## config.mk

```make
export PLATFORM = sky130hd
export DESIGN_NAME = branch_pht
export DESIGN_NICKNAME = d
export VERILOG_FILES = /design/src/rtl/branch_pht.sv
export SDC_FILE = /design/constraint.sdc
export NUM_CORES = 2
export LEC_CHECK = 0
export BUFFER_PORTS_ARGS = -buffer_cell sky130_fd_sc_hd__buf_4
export CAP_MARGIN = 0
export CORE_UTILIZATION = 40
export DETAILED_ROUTE_END_ITERATION = 7
export MAX_ROUTING_LAYER = met4
export SLEW_MARGIN = 20
export SYNTH_ARGS = -nofsm -noshare
export SYNTH_HDL_FRONTEND = slang
export SYNTH_SLANG_ARGS = --single-unit
```

## constraint.sdc

```tcl
create_clock -name clk -period 98.5 [get_ports clk]
set_clock_uncertainty 0.2 [all_clocks]
set_input_delay 4.925 -clock clk [delete_from_list [all_inputs] [get_ports clk]]
set_output_delay 4.925 -clock clk [all_outputs]
set_load 0.01 [all_outputs]
```

## src/rtl/branch_pht.sv

```systemverilog
// Two-bit saturating-counter PHT with registered fetch-side prediction and EX-side training.
// Optional gshare indexing under `BHT_GSHARE_EN`; a reset-time sweep initialises every counter to weak-NT.
module branch_pht #(
    parameter int PHT_IDX_W = 10,
    parameter int GHR_W     = 8
) (
    input  logic        clk,
    input  logic        rst,
    input  logic [31:0] pcF,
    input  logic        stallD,
    input  logic        flushD,
    output logic        pred_takeD,
    input  logic        branchE,
    input  logic        stallE,
    input  logic [31:0] pcE,
    input  logic        pred_takeE,
    input  logic        actual_takeE,
    output logic        mispredictE,
    output logic        init_busy
);

    localparam int DEPTH = 1 << PHT_IDX_W;

    typedef enum logic {ST_INIT, ST_READY} state_t;

    state_t               state_q;
    logic [PHT_IDX_W-1:0] sweep_idx_q;
    logic [PHT_IDX_W-1:0] sweep_idx_d;
    logic                 init_busy_q;
    logic                 pred_take_q;
    logic                 pred_take_d;
    logic [1:0]           pht_q [DEPTH];

    logic [PHT_IDX_W-1:0] ghr_ext;
    logic [PHT_IDX_W-1:0] lk_idx;
    logic [PHT_IDX_W-1:0] up_idx;
    logic                 train;
    logic [1:0]           cnt_old;
    logic [1:0]           cnt_new;
    logic [1:0]           lk_cnt;

    assign train = (state_q == ST_READY) & branchE & ~stallE;

`ifdef BHT_GSHARE_EN
    logic [GHR_W-1:0] ghr_q;
    logic [GHR_W-1:0] ghr_d;

    always_comb begin
        ghr_d = ghr_q;
        if (train) begin
            ghr_d = GHR_W'({ghr_q, actual_takeE});
        end
    end

    always_ff @(posedge clk) begin
        if (rst) begin
            ghr_q <= '0;
        end else begin
            ghr_q <= ghr_d;
        end
    end

    assign ghr_ext = PHT_IDX_W'(ghr_q);
`else
    assign ghr_ext = '0;
`endif

    assign lk_idx  = pcF[PHT_IDX_W+1:2] ^ ghr_ext;
    assign up_idx  = pcE[PHT_IDX_W+1:2] ^ ghr_ext;
    assign cnt_old = pht_q[up_idx];

    always_comb begin
        cnt_new = cnt_old;
        if (actual_takeE) begin
            if (cnt_old != 2'b11) cnt_new = cnt_old + 2'b01;
        end else begin
            if (cnt_old != 2'b00) cnt_new = cnt_old - 2'b01;
        end
    end

    // Write-first: a same-cycle update to the looked-up entry is visible to fetch.
    assign lk_cnt = (train && (lk_idx == up_idx)) ? cnt_new : pht_q[lk_idx];

    always_comb begin
        pred_take_d = pred_take_q;
        if (flushD) begin
            pred_take_d = 1'b0;
        end else if (!stallD) begin
            pred_take_d = (state_q == ST_READY) & lk_cnt[1];
        end
    end

    assign sweep_idx_d = sweep_idx_q + PHT_IDX_W'(1);

    always_ff @(posedge clk) begin
        if (state_q == ST_INIT && !rst) begin
            pht_q[sweep_idx_q] <= 2'b01;
        end else if (train) begin
            pht_q[up_idx] <= cnt_new;
        end
    end

    always_ff @(posedge clk) begin
        if (rst) begin
            state_q     <= ST_INIT;
            sweep_idx_q <= '0;
            init_busy_q <= 1'b1;
            pred_take_q <= 1'b0;
        end else begin
            pred_take_q <= pred_take_d;
            case (state_q)
                ST_INIT: begin
                    sweep_idx_q <= sweep_idx_d;
                    if (sweep_idx_q == '1) begin
                        state_q     <= ST_READY;
                        init_busy_q <= 1'b0;
                    end
                end
                default: begin
                    state_q <= ST_READY;
                end
            endcase
        end
    end

    assign pred_takeD  = pred_take_q;
    assign init_busy   = init_busy_q;
    assign mispredictE = branchE & ~init_busy_q & (pred_takeE ^ actual_takeE);

    logic unused_pc_bits;
    assign unused_pc_bits = &{1'b0, pcF[31:PHT_IDX_W+2], pcF[1:0], pcE[31:PHT_IDX_W+2], pcE[1:0]};

endmodule

```

==> run summary <==
### Outcome
• **run status** completed

### Critical path
• **type of the worst setup path** input port to flip-flop
• **CP required** 98.83 ns
• **setup slack of the most critical reg-to-reg path** 91.78 ns
• **Arrival @ worst endpoint** 13.67 ns
• **terminus of the critical flop-to-flop path** pht_q[529][0]
• **crit-path max FO** 198
• **worst r2r path cells** 13
• **reg-to-reg critical path startpoint** pht_q[561][1]
• **Setup crit start kind** input port
• **kind of end point of the critical path** flip-flop

### Yosys
• **fraction of registers with async set/reset** 0
• **proportion of synthesized chip area in sequential cells** 0.667
• **gate count of the mapped netlist** 5371
• **cell area after synthesis** 0.0926 sq mm
• **Synth warnings** 0
• **most used flip-flop cell after synthesis** sky130_fd_sc_hd__edfxtp_1
• **Synthesized Nets** 5444
• **Yosys reg bits** 2061
• **Post-Synthesis Mean Instance Area** 17.2 sq um
• **count of unique library cells instantiated by Yosys** 83
• **count of flip-flops with a built-in enable after synthesis** 2048

### Die
• **starting density of the core** 0.403
• **core box area** 0.230 sq mm
• **die span in y** 483 microns
• **Top Ports** 75
• **area enclosed by the die boundary** 0.233 sq mm
• **overall die width** 483 microns
• **std cell rows** 176

### STA
• **Slew HR** 0.136
• **Max Clk Rate** 0.0749 GHz
• **post-route fraction of the period consumed by the critical path** 0.135
• **actual slew at the worst max-slew pin** 1.29 ns
• **setup repair after global routing missed its margin** no
• **sum of negative setup slack** 0 ns
• **Final Hold Viols** 0
• **crit path time final** 13.34 ns
• **Final Max Tran Viols** 0
• **total setup violations reported at the end of the flow** 0

### Place
• **DPL Wire Length** 165 mm
• **GPL Wtd Cong** 0.917
• **buffers added on ports** 30

### CTS
• **Clock H-tree levels** 4
• **worst-case clock buffer depth** 3
• **setup fix buffers added after clock tree synthesis** 0
• **clk_lat worst skew** 0.87 ns
• **TritonCTS clock tree** built
• **clock root buffer** sky130_fd_sc_hd__clkbuf_16
• **total of hold buffers inserted after clock tree synthesis** 0
• **CTS sink cnt** 2061
• **clock-pin slew on the worst setup and hold paths** 0.06 ns
• **number of buffers created by CTS** 211
• **# resized after CTS** 0

### Route
• **length of the first detailed-routing pass in iterations** 5
• **antenna-violating nets left** 0
• **routed via count** 54000
• **count of routing violations after the opening detailed-route iteration** 7628
• **routed wire length** 290 mm
• **routed via count divided by cell count** 6.36
• **count of unresolved DRC violations after routing** 0
• **post-DR wirelength/cell** 34.1 microns

### Pwr
• **P_leak** 35.4 nW
• **highest ir drop seen on vdd** 14.8 uV
• **Pwr Density** 17.9 mW/mm^2

### Global route
• **number of global-route vias before repair** 53900
• **initial antenna violation count** 22
• **pin count of the biggest net entering global routing** 285
• **first-pass GRT wire length** 407 mm
• **global-route usage over all layers** 0.254
• **grt ovf** 0

### Layout
• **area of combinational cells with multiple inputs** 0.0287 sq mm
• **area grow syn2layout** 10.7%
• **final core occ** 0.445
• **count of fill cells added during filler insertion** 19700
• **area used by sequential logic in the layout** 0.0618 sq mm
• **ratio of cells with drive above 1 in the final layout** 0.251
• **fin nets** 5349

### Min path
• **sink of the worst hold path** sweep_idx_q[8]
• **origin of the worst min-delay path** sweep_idx_q[8]
• **type of the tightest min-delay check** flip-flop to flip-flop
• **number of cells on the worst hold path** 2

### Run
• **max-capacitance violation count** 0

[routing by layer]
layer	vias to the layer above	share of wire	global-route usage
li1	21500	-	-
met1	28800	0.38	0.335
met4	0	0.044	0.102
met3	548	0.10	0.0478
met5	-	0	-
met2	3093	0.47	0.388
[flip-flops by register name (all words and copies together) (netlist names)]
name and flops:
init_busy 1, pht_q 2048, pred_takeD 1, state_q 1, sweep_idx_q 10
[cell type report]
type | count | share of cell area
antenna | 8 | 0.000195
sequential | 2061 | 0.602
timing repair buffer | 160 | 0.0140
multi-input combinational | 2830 | 0.280
tap | 3026 | 0.0369
clock inverter | 140 | 0.0132
clock buffer | 245 | 0.0532
inverter | 12 | 0.000500
[Yosys cell counts (13+ instances only)]
master,count,area share
sky130_fd_sc_hd__buf_2,62,0.0034
sky130_fd_sc_hd__o21ai_0,22,0.0012
sky130_fd_sc_hd__buf_6,34,0.0041
sky130_fd_sc_hd__o22ai_1,87,0.0059
sky130_fd_sc_hd__buf_1,24,0.00097
sky130_fd_sc_hd__nor3_1,54,0.0029
sky130_fd_sc_hd__edfxtp_1,2048,0.66
sky130_fd_sc_hd__a211oi_1,13,0.0011
sky130_fd_sc_hd__nand2b_1,20,0.0014
sky130_fd_sc_hd__nand4_1,19,0.0013
sky130_fd_sc_hd__a21oi_1,55,0.0030
sky130_fd_sc_hd__a31oi_1,27,0.0018
sky130_fd_sc_hd__nand2_1,157,0.0064
sky130_fd_sc_hd__nor2_1,1087,0.044
sky130_fd_sc_hd__mux4_2,783,0.19
sky130_fd_sc_hd__a22oi_1,67,0.0054
sky130_fd_sc_hd__mux2i_1,133,0.014
sky130_fd_sc_hd__nor2b_1,19,0.0013
sky130_fd_sc_hd__o221ai_1,36,0.0034
sky130_fd_sc_hd__buf_4,42,0.0034
sky130_fd_sc_hd__buf_8,15,0.0024
sky130_fd_sc_hd__mux2_2,26,0.0032
sky130_fd_sc_hd__xor2_1,15,0.0014
sky130_fd_sc_hd__clkbuf_1,286,0.012
sky130_fd_sc_hd__nand3_1,35,0.0019
sky130_fd_sc_hd__dfxtp_1,13,0.0028
[through the flow]
stage          instances  worst slack [ns]  instance area [sq um]  hold WS, ns  power, W
4_1_cts             8472             85.11                 102000        0.377   0.00184
3_3_place_gp        8087             84.37                  95600        0.363   0.00105
6_report            8482             85.16                 103000        0.390   0.00184
2_1_floorplan       5371             58.10                  92600        0.301   0.00102
5_1_grt             8480             84.52                 103000        0.402   0.00188
3_5_place_dp        8087             84.20                  95600        0.360   0.00105
[kinds of logic after synthesis]
| kind of cell | Yosys count | synth area share |
|---|---|---|
| DFF | 2061 | 0.667 |
| AOI/OAI and AO/OA | 395 | 0.0298 |
| buffers and inverters | 480 | 0.0273 |
| and+or+nand+nor | 1467 | 0.0650 |
| muxes | 948 | 0.209 |
| adders and majority gates | 1 | 0.000135 |
| xor gates and xnor gates | 19 | 0.00180 |
[placed cells by master, fill, tap and decap left out, types with 9 or more instances in the layout]
cell and n:
sky130_fd_sc_hd__nand3_1 35, sky130_fd_sc_hd__a31oi_1 27, sky130_fd_sc_hd__mux4_2 783, sky130_fd_sc_hd__buf_4 139, sky130_fd_sc_hd__nand4_1 19, sky130_fd_sc_hd__nand2b_1 15
sky130_fd_sc_hd__nand2_2 27, sky130_fd_sc_hd__edfxtp_1 2048, sky130_fd_sc_hd__clkbuf_1 32, sky130_fd_sc_hd__nor2_1 1082, sky130_fd_sc_hd__nor2b_1 16, sky130_fd_sc_hd__a221oi_1 11
sky130_fd_sc_hd__o21ai_0 22, sky130_fd_sc_hd__nand2_4 24, sky130_fd_sc_hd__xor2_1 15, sky130_fd_sc_hd__mux2i_1 133, sky130_fd_sc_hd__clkinv_2 53, sky130_fd_sc_hd__mux2_2 26
sky130_fd_sc_hd__nor4_1 9, sky130_fd_sc_hd__bufinv_16 20, sky130_fd_sc_hd__a22oi_1 67, sky130_fd_sc_hd__dfxtp_1 13, sky130_fd_sc_hd__o22ai_1 87, sky130_fd_sc_hd__a211oi_1 13
sky130_fd_sc_hd__a21oi_1 53, sky130_fd_sc_hd__o221ai_1 36, sky130_fd_sc_hd__clkinv_1 46, sky130_fd_sc_hd__nand2_1 106, sky130_fd_sc_hd__nor3_1 54, sky130_fd_sc_hd__buf_12 11
sky130_fd_sc_hd__clkbuf_16 213
[where the power goes]
part	switching [W]	leakage [nW]	internal, W	total, W
sequential	0.000000380	23.0	0.000949	0.000950
clock	0.000349	3.35	0.000449	0.000798
combinational	0.0000580	9.06	0.0000296	0.0000876
total	0.000407	35.4	0.00143	0.00184
[worst max-delay path, cell delays in order]
cell	delay, ns
sky130_fd_sc_hd__buf_8	0.47
sky130_fd_sc_hd__buf_4	0.57
sky130_fd_sc_hd__buf_12	0.68
sky130_fd_sc_hd__buf_4	0.70
sky130_fd_sc_hd__buf_4	0.72
sky130_fd_sc_hd__mux4_2	0.61
sky130_fd_sc_hd__a22oi_1	0.26
sky130_fd_sc_hd__a21oi_1	0.14
sky130_fd_sc_hd__or4_1	0.70
sky130_fd_sc_hd__nand4_1	0.26
sky130_fd_sc_hd__and4_1	0.24
sky130_fd_sc_hd__o21ai_0	0.14
sky130_fd_sc_hd__a21oi_4	0.20
sky130_fd_sc_hd__buf_12	0.33
sky130_fd_sc_hd__buf_16	0.44
sky130_fd_sc_hd__buf_12	0.38
sky130_fd_sc_hd__buf_16	0.54
sky130_fd_sc_hd__buf_4	0.75
[worst max-delay path by stage]
| stage | from | endpoint | slack, ns | cells past startpoint |
|---|---|---|---|---|
| 2_1_floorplan | pcE[3] | pht_q[0][0] | 58.10 | 15 |
| 3_3_place_gp | pcE[2] | pht_q[22][0] | 84.37 | 16 |
| 3_5_place_dp | pcE[2] | pht_q[22][0] | 84.20 | 16 |
| 4_1_cts | pcE[2] | pht_q[538][0] | 85.11 | 16 |
| 5_1_grt | pcE[2] | pht_q[609][0] | 84.52 | 18 |
| 6_report | pcE[2] | pht_q[529][0] | 85.16 | 18 |
Power figures use the tool's default switching activity.
